<file path="src/rtl/jtkicker_dwnld_remap_if.sv">
`default_nettype none
// ---------------------------------------------------------------------------
// jtkicker_dwnld_remap_if : SDRAM write-request channel (request + ack)
// Revision: 1.0
// ---------------------------------------------------------------------------
interface jtkicker_dwnld_remap_if #(
    parameter int AW = 22
);
    logic [AW-1:0] prog_addr;
    logic [7:0]    prog_data;
    logic [1:0]    prog_mask;
    logic          prog_we;
    logic          sdram_ack;

    modport master (
        output prog_addr, prog_data, prog_mask, prog_we,
        input  sdram_ack
    );

    modport slave (
        input  prog_addr, prog_data, prog_mask, prog_we,
        output sdram_ack
    );
endinterface
`default_nettype wire

</file>
<file path="src/rtl/jtkicker_dwnld_remap.sv">
`default_nettype none
// ---------------------------------------------------------------------------
// jtkicker_dwnld_remap : ROM download address swizzle, SDRAM/PROM router
//                        with one-entry skid buffer. Optional checksum
//                        enabled by macro JTKICKER_DWNLD_CHK_EN.
// Revision: 1.0
// ---------------------------------------------------------------------------
module jtkicker_dwnld_remap #(
    parameter int          AW         = 22,
    parameter logic [24:0] R1_START   = 25'h1FFFFFF,
    parameter logic [24:0] R2_START   = 25'h1FFFFFF,
    parameter logic [24:0] R3_START   = 25'h1FFFFFF,
    parameter logic [24:0] PROM_START = 25'h1FFFFFF,
    parameter logic [1:0]  MODE0      = 2'd0,
    parameter logic [1:0]  MODE1      = 2'd0,
    parameter logic [1:0]  MODE2      = 2'd0,
    parameter logic [1:0]  MODE3      = 2'd0
) (
    input  wire                    clk,
    input  wire                    rst_n,
    input  wire                    downloading,
    input  wire [24:0]             ioctl_addr,
    input  wire [7:0]              ioctl_dout,
    input  wire                    ioctl_wr,
    jtkicker_dwnld_remap_if.master sdram,
    output logic                   prom_we,
    output logic [10:0]            prom_addr,
    output logic [1:0]             region,
    output logic                   busy,
    output logic                   overrun,
    output logic [7:0]             chk,
    output logic                   chk_valid
);

    function automatic logic [24:0] swizzle(input logic [24:0] a, input logic [1:0] mode);
        logic [24:0] b;
        b = a;
        case (mode)
            2'd1: begin
                b[0]   = ~a[3];
                b[3:1] = a[2:0];
            end
            2'd2: begin
                b[0]   = ~a[3];
                b[1]   = ~a[4];
                b[5:2] = {a[5], a[2:0]};
            end
            2'd3:    b[0] = ~a[0];
            default: b = a;
        endcase
        return b;
    endfunction

    // Decoded form of the incoming byte
    logic [1:0]    in_region;
    logic [1:0]    in_mode;
    logic [24:0]   in_best;
    logic [24:0]   in_b;
    logic [24:0]   in_off;
    logic          in_prom;
    logic [AW-1:0] in_addr;
    logic [1:0]    in_mask;
    logic [10:0]   in_prom_addr;

    always_comb begin
        in_region = 2'd0;
        in_best   = 25'd0;
        if (ioctl_addr >= R1_START && R1_START >= in_best) begin
            in_region = 2'd1;
            in_best   = R1_START;
        end
        if (ioctl_addr >= R2_START && R2_START >= in_best) begin
            in_region = 2'd2;
            in_best   = R2_START;
        end
        if (ioctl_addr >= R3_START && R3_START >= in_best) begin
            in_region = 2'd3;
            in_best   = R3_START;
        end
        case (in_region)
            2'd1:    in_mode = MODE1;
            2'd2:    in_mode = MODE2;
            2'd3:    in_mode = MODE3;
            default: in_mode = MODE0;
        endcase
        in_b         = swizzle(ioctl_addr, in_mode);
        in_addr      = AW'(in_b >> 1);
        in_mask      = in_b[0] ? 2'b01 : 2'b10;
        in_prom      = ioctl_addr >= PROM_START;
        in_off       = ioctl_addr - PROM_START;
        in_prom_addr = 11'(in_off);
    end

    logic          prog_we_q,   prog_we_d;
    logic [AW-1:0] prog_addr_q, prog_addr_d;
    logic [7:0]    prog_data_q, prog_data_d;
    logic [1:0]    prog_mask_q, prog_mask_d;
    logic [1:0]    region_q,    region_d;
    logic          prom_we_q,   prom_we_d;
    logic [10:0]   prom_addr_q, prom_addr_d;
    logic          overrun_q,   overrun_d;
    logic          skid_full_q, skid_full_d;
    logic          skid_prom_q, skid_prom_d;
    logic [AW-1:0] skid_addr_q, skid_addr_d;
    logic [7:0]    skid_data_q, skid_data_d;
    logic [1:0]    skid_mask_q, skid_mask_d;
    logic [1:0]    skid_region_q, skid_region_d;
    logic [10:0]   skid_paddr_q,  skid_paddr_d;

    logic w_in, w_free, w_load, w_to_skid, w_drop, w_accept;

    // The output stage can take a new entry when idle or being acked this cycle;
    // the skid entry is older than any incoming byte so it always goes first.
    always_comb begin
        w_in      = downloading & ioctl_wr;
        w_free    = ~prog_we_q | sdram.sdram_ack;
        w_load    = w_free & (skid_full_q | w_in);
        w_to_skid = w_in & (w_free ? skid_full_q : ~skid_full_q);
        w_drop    = w_in & ~w_free & skid_full_q;
        w_accept  = w_in & ~w_drop;

        prog_we_d     = prog_we_q & ~w_free;
        prog_addr_d   = prog_addr_q;
        prog_data_d   = prog_data_q;
        prog_mask_d   = prog_mask_q;
        region_d      = region_q;
        prom_we_d     = 1'b0;
        prom_addr_d   = prom_addr_q;
        overrun_d     = overrun_q | w_drop;
        skid_full_d   = w_to_skid | (skid_full_q & ~w_free);
        skid_prom_d   = skid_prom_q;
        skid_addr_d   = skid_addr_q;
        skid_data_d   = skid_data_q;
        skid_mask_d   = skid_mask_q;
        skid_region_d = skid_region_q;
        skid_paddr_d  = skid_paddr_q;

        if (w_load) begin
            if (skid_full_q ? skid_prom_q : in_prom) begin
                prom_we_d   = 1'b1;
                prom_addr_d = skid_full_q ? skid_paddr_q : in_prom_addr;
                prog_data_d = skid_full_q ? skid_data_q  : ioctl_dout;
            end else begin
                prog_we_d   = 1'b1;
                prog_addr_d = skid_full_q ? skid_addr_q   : in_addr;
                prog_data_d = skid_full_q ? skid_data_q   : ioctl_dout;
                prog_mask_d = skid_full_q ? skid_mask_q   : in_mask;
                region_d    = skid_full_q ? skid_region_q : in_region;
            end
        end
        if (w_to_skid) begin
            skid_prom_d   = in_prom;
            skid_addr_d   = in_addr;
            skid_data_d   = ioctl_dout;
            skid_mask_d   = in_mask;
            skid_region_d = in_region;
            skid_paddr_d  = in_prom_addr;
        end
    end

    always_ff @(posedge clk or negedge rst_n) begin
        if (!rst_n) begin
            prog_we_q     <= 1'b0;
            prog_addr_q   <= '0;
            prog_data_q   <= 8'd0;
            prog_mask_q   <= 2'b11;
            region_q      <= 2'd0;
            prom_we_q     <= 1'b0;
            prom_addr_q   <= 11'd0;
            overrun_q     <= 1'b0;
            skid_full_q   <= 1'b0;
            skid_prom_q   <= 1'b0;
            skid_addr_q   <= '0;
            skid_data_q   <= 8'd0;
            skid_mask_q   <= 2'b11;
            skid_region_q <= 2'd0;
            skid_paddr_q  <= 11'd0;
        end else begin
            prog_we_q     <= prog_we_d;
            prog_addr_q   <= prog_addr_d;
            prog_data_q   <= prog_data_d;
            prog_mask_q   <= prog_mask_d;
            region_q      <= region_d;
            prom_we_q     <= prom_we_d;
            prom_addr_q   <= prom_addr_d;
            overrun_q     <= overrun_d;
            skid_full_q   <= skid_full_d;
            skid_prom_q   <= skid_prom_d;
            skid_addr_q   <= skid_addr_d;
            skid_data_q   <= skid_data_d;
            skid_mask_q   <= skid_mask_d;
            skid_region_q <= skid_region_d;
            skid_paddr_q  <= skid_paddr_d;
        end
    end

    assign sdram.prog_we   = prog_we_q;
    assign sdram.prog_addr = prog_addr_q;
    assign sdram.prog_data = prog_data_q;
    assign sdram.prog_mask = prog_mask_q;
    assign prom_we         = prom_we_q;
    assign prom_addr       = prom_addr_q;
    assign region          = region_q;
    assign overrun         = overrun_q;
    assign busy            = prog_we_q | skid_full_q;

`ifdef JTKICKER_DWNLD_CHK_EN
    logic       dl_q,        dl_d;
    logic       active_q,    active_d;
    logic [7:0] chk_q,       chk_d;
    logic       chk_valid_q, chk_valid_d;
    logic       w_rise;

    // active_q marks a download whose checksum has not yet been published
    always_comb begin
        w_rise      = downloading & ~dl_q;
        dl_d        = downloading;
        chk_d       = chk_q;
        active_d    = active_q | downloading;
        chk_valid_d = chk_valid_q;
        if (w_rise) begin
            chk_d       = w_accept ? ioctl_dout : 8'd0;
            chk_valid_d = 1'b0;
        end else if (w_accept) begin
            chk_d = chk_q + ioctl_dout;
        end
        if (!w_rise && active_q && !downloading && !busy) begin
            chk_valid_d = 1'b1;
            active_d    = 1'b0;
        end
    end

    always_ff @(posedge clk or negedge rst_n) begin
        if (!rst_n) begin
            dl_q        <= 1'b0;
            active_q    <= 1'b0;
            chk_q       <= 8'd0;
            chk_valid_q <= 1'b0;
        end else begin
            dl_q        <= dl_d;
            active_q    <= active_d;
            chk_q       <= chk_d;
            chk_valid_q <= chk_valid_d;
        end
    end

    assign chk       = chk_q;
    assign chk_valid = chk_valid_q;
`else
    assign chk       = 8'd0;
    assign chk_valid = 1'b0;
`endif

endmodule
`default_nettype wire

</file>
<file path="src/flat_wrapper.sv">
// flat-port wrapper written by rule: the top's interface ports become plain ports
module jtkicker_dwnld_remap_flat 
#(
    parameter int          AW         = 22,
    parameter logic [24:0] R1_START   = 25'h1FFFFFF,
    parameter logic [24:0] R2_START   = 25'h1FFFFFF,
    parameter logic [24:0] R3_START   = 25'h1FFFFFF,
    parameter logic [24:0] PROM_START = 25'h1FFFFFF,
    parameter logic [1:0]  MODE0      = 2'd0,
    parameter logic [1:0]  MODE1      = 2'd0,
    parameter logic [1:0]  MODE2      = 2'd0,
    parameter logic [1:0]  MODE3      = 2'd0
)
  (clk, rst_n, downloading, ioctl_addr, ioctl_dout, ioctl_wr, prom_we, prom_addr, region, busy, overrun, chk, chk_valid, sdram_prog_addr, sdram_prog_data, sdram_prog_mask, sdram_prog_we, sdram_sdram_ack);
  jtkicker_dwnld_remap_if #(.AW(AW)) sdram_i ();
  input  wire clk;
  input  wire rst_n;
  input  wire downloading;
  input  wire [24:0] ioctl_addr;
  input  wire [7:0] ioctl_dout;
  input  wire ioctl_wr;
  output logic prom_we;
  output logic [10:0] prom_addr;
  output logic [1:0] region;
  output logic busy;
  output logic overrun;
  output logic [7:0] chk;
  output logic chk_valid;
  output wire logic [$bits(sdram_i.prog_addr)-1:0] sdram_prog_addr;
  output wire logic [$bits(sdram_i.prog_data)-1:0] sdram_prog_data;
  output wire logic [$bits(sdram_i.prog_mask)-1:0] sdram_prog_mask;
  output wire logic [$bits(sdram_i.prog_we)-1:0] sdram_prog_we;
  input wire logic [$bits(sdram_i.sdram_ack)-1:0] sdram_sdram_ack;
  assign sdram_prog_addr = sdram_i.prog_addr;
  assign sdram_prog_data = sdram_i.prog_data;
  assign sdram_prog_mask = sdram_i.prog_mask;
  assign sdram_prog_we = sdram_i.prog_we;
  assign sdram_i.sdram_ack = sdram_sdram_ack;
  jtkicker_dwnld_remap #(.AW(AW), .R1_START(R1_START), .R2_START(R2_START), .R3_START(R3_START), .PROM_START(PROM_START), .MODE0(MODE0), .MODE1(MODE1), .MODE2(MODE2), .MODE3(MODE3)) u_core (.clk(clk), .rst_n(rst_n), .downloading(downloading), .ioctl_addr(ioctl_addr), .ioctl_dout(ioctl_dout), .ioctl_wr(ioctl_wr), .sdram(sdram_i), .prom_we(prom_we), .prom_addr(prom_addr), .region(region), .busy(busy), .overrun(overrun), .chk(chk), .chk_valid(chk_valid));
endmodule
</file>
<file path="config.mk">
export PLATFORM = sky130hd
export DESIGN_NAME = jtkicker_dwnld_remap_flat
export DESIGN_NICKNAME = d
export VERILOG_FILES = /design/src/rtl/jtkicker_dwnld_remap_if.sv /design/src/rtl/jtkicker_dwnld_remap.sv /design/src/flat_wrapper.sv
export SDC_FILE = /design/constraint.sdc
export NUM_CORES = 1
export LEC_CHECK = 0
export ABC_AREA = 1
export CAP_MARGIN = 20
export CORE_MARGIN = 2
export CORE_UTILIZATION = 45
export CTS_CLUSTER_DIAMETER = 120
export DETAILED_ROUTE_END_ITERATION = 8
export PLACE_DENSITY_LB_ADDON = 0.2
export SYNTH_ARGS = -nofsm -noshare
export SYNTH_HDL_FRONTEND = slang
export SYNTH_SLANG_ARGS = --single-unit
export TNS_END_PERCENT = 5
</file>
<file path="constraint.sdc">
create_clock -name clk -period 1.8 [get_ports clk]
set_input_delay 0.45 -clock clk [delete_from_list [all_inputs] [get_ports clk]]
set_output_delay 0.45 -clock clk [all_outputs]
set_load 0.05 [all_outputs]
</file>
==> metrics.yaml <==
worstSetupPathType: "in -> reg"
grt_pass1_vias: 3454
clk_pin_slew_ns: 0.10
sw_frac_of_total_pct: 38.6
nets: 711
wl_met2_mm: 4.85
ys_seq_elements: 92
powerDensity_nw_per_um2: 1180
fillers: 906
finalCriticalPeriod_ns: 1.74
wl_per_cell_um: 12.8
grt_max_degree: 46
core_area_um2: 9640
r2r_cells: 8
cts_made_buffers: 9
rows: 36
drc: 0
portBuffers: 86
ys_seq_area_share_pct: 52.4
slew_violations: 0
holdBufCountCts: 0
clkPwrFrac_pct: 20.6
whs_ns: 0.0119
p_leak_nw: 3.06
drv_cap: 0
clock-root-buffer: "clkbuf_8"
start_util_pct: 45.7
routed.top_layer: "met4"
netlist_top_cells_area: "dfrtp_1 50%, nand2_1 19%, o21ai_0 6.7%, nand4_1 3.6%, inv_1 3.3%"
hold_viol: 0
die_h_um: 103
grt_pass1_wl_mm: 16.3
pre_cts_ws_ns: -0.362
setup_viol: 0
gr-total-overflow: 0
status: "complete, no violations"
power_switching_w: 0.00266
grt_usage_pct: 19.6
fin_skew_ns: 0.0140
clk_latency_ns: 0.36
antenna_found_initial: 0
max_freq_ghz: 0.576
vias: 3885
die_area_um2: 10600
clk_path_buf_depth: 2
gp_congestion: 0.842
antennaDiodeCount: 0
yosysTopAreaCell: "dfrtp_1"
wirelength_mm: 10.4
dr.first_iter.drc_count: 161
vdd_drop_max_mv: 0.556
reg2reg_to: "u_core.skid_paddr_q[9]"
synth_area_um2: 4410
routed_via_density: 4.80
htree_levels: 3
avgSynthCellArea_um2: 7.98
crit_buf_inv: 2
ant_nets: 0
combPwrFrac_pct: 35.2
routed-wl-met3_um: 578
first_pass_iters: 5
arrival_ns: 2.04
critical-path-top-delay-family: "simple AND/OR/NAND/NOR gates"
post-dp-hpwl_mm: 7.56
rsz0062_at_grt: "yes"
period_share_pct: 96.5
yosysWarnings: 0
io_pins: 96
seq_power_share_pct: 44.2
cp.required_ns: 2.10
drt-met1-wl_mm: 4.77
cp_max_fo: 6
syn_inst: 552
rrSetupSlack_ns: 0.20
hold_class: "in -> async"
postLayoutSetupSlackWorst_ns: 0.0639
cp_cell_sequence: "clkdlybuf4s50_1 > nand2_1 > nor2_2 > nand3_1 > nor2_2 > nand3_4 > nand2_8 > buf_6 > nand3_1 > nand2_1"
crit_path_start_kind: "input port"
dpl.cell_count: 790
cts_tree: "yes"
fp.dieW_um: 103
stdcell_count: 809
yosysUniqueCellTypes: 26
internal_power_w: 0.00425
drive_above_1_share_pct: 21.4
cp_slowest_stage_delay_ns: 0.48
synth_top_area_share_pct: 50.0
syn2layout_area_growth_pct: 33.2
r2r-start: "u_core.sdram.prog_we"
cp-end-kind: "register"
clkSinkCount: 92
crit_slowest_cell: "clkdlybuf4s50_1"
-- power groups by stage --
stage	clock network [W]	registers [W]	logic, W
3_3_place_gp	0	0.00307	0.00240
3_5_place_dp	0	0.00309	0.00243
4_1_cts	0.00144	0.00305	0.00244
5_1_grt	0.00151	0.00312	0.00266
6_report	0.00142	0.00305	0.00243
2_1_floorplan	0	0.00382	0.000821
-- routing by layer --
| metal | vias to the layer above | global-route usage [%] |
|---|---|---|
| met5 | - | 0 |
| met4 | 0 | 7.39 |
| met3 | 16 | 3.19 |
| met2 | 112 | 30.4 |
| met1 | 1777 | 27.6 |
| li1 | 1980 | - |
-- worst max-delay path by stage --
stage / to / depth (start not counted) / from
CTS: u_core.sdram.prog_addr[14] / 10 / ioctl_addr[0]
floorplan: u_core.skid_addr_q[17] / 7 / u_core.sdram.prog_we
detailed placement: u_core.sdram.prog_addr[14] / 10 / ioctl_addr[0]
global placement: u_core.sdram.prog_addr[21] / 10 / ioctl_addr[0]
global route: u_core.prom_addr[5] / 10 / ioctl_addr[16]
finish: u_core.prom_addr[9] / 10 / ioctl_addr[11]
-- state kept, by name (all words and copies together), names as in the netlist, 2 cells and up --
name	cells
u_core.skid_addr_q	22
u_core.sdram.prog_mask	2
u_core.skid_data_q	8
u_core.skid_mask_q	2
u_core.sdram.prog_addr	22
u_core.prom_addr	11
u_core.sdram.prog_data	8
u_core.skid_paddr_q	11
-- cell families after synthesis --
kind of cell / after synthesis / synth area share [%]
adders and majority gates: 2 / 0.568
DFF: 92 / 52.4
other: 1 / 0.0851
and+or+nand+nor: 300 / 29.1
buffers and inverters: 82 / 8.58
AOI/OAI and AO/OA: 70 / 8.26
xor gates and xnor gates: 5 / 0.994
-- per-stage QoR --
step	setup TNS (ns)	util (%)	power [W]	cell area (um2)
after floorplan	-0.385	-	0.00464	4440
after global placement	-20.49	57.9	0.00547	5580
after global routing	-0.0469	60.9	0.00729	5870
final	0	60.9	0.00691	5870
after detailed placement	-21.90	57.9	0.00553	5580
after CTS	0	60.0	0.00693	5790
-- what timing repair did --
item,4_1_cts,5_1_grt
setup buffers,0,1
setup endpoints to repair,0,37
resized for setup,0,14
-- layout by cell type (no fill, tap or decap), types with 2 or more instances in the layout --
master           netlist  routed
dfstp_2                4       4
nor2_2                 0       3
buf_6                  3       2
nand2_8                0       2
nand3_1               22      22
clkbuf_8               0      10
a21oi_1                2       2
nand3_2                2       2
conb_1                 1       9
clkdlybuf4s50_1        0      33
nand3_4                2       3
dlymetal6s2s_1         0       3
o21ai_0               59      59
nor2_1                22      19
a31oi_1                8       8
inv_1                 39      39
inv_2                  2       2
nand4_1               25      25
buf_12                 0       6
nand2_1              220     219
dfrtp_1               88      86
nand2_2                4       4
clkinv_4               0       3
buf_4                 11      96
dfrtp_2                0       2
xor2_1                 5       5
-- area by class of cell --
| cell class | instances | area (um2) | share of cell area [%] |
|---|---|---|---|
| inverters | 41 | 154 | 2.62 |
| flip-flops and latches | 92 | 2310 | 39.4 |
| multi-input cells | 387 | 1800 | 30.7 |
| well taps | 133 | 166 | 2.84 |
| clock buffers | 11 | 141 | 2.41 |
| clock inverters | 5 | 61.3 | 1.04 |
| repair buffers | 140 | 1230 | 21.0 |
-- worst register-to-register path, stage by stage (launching register included) --
cell and delay, ns:
dfrtp_2 0.37, inv_1 0.05, nor2_1 0.18, ha_1 0.28, nand2_2 0.16, inv_1 0.14, buf_4 0.18, nand3_1 0.09
nand2_1 0.06
-- cells in the mapped netlist (all sizes together) --
| cell type | n |
|---|---|
| a31o | 1 |
| conb | 1 |
| dfstp | 4 |
| a21oi | 2 |
| nor2 | 23 |
| inv | 41 |
| buf | 23 |
| nand3 | 26 |
| or2 | 1 |
| o21ai | 59 |
| ha | 2 |
| nand2 | 225 |
| nand4 | 25 |
| dfrtp | 88 |
| clkbuf | 18 |
| a31oi | 8 |
| xor2 | 5 |
Note: power is estimated with default switching activity, not from simulation.
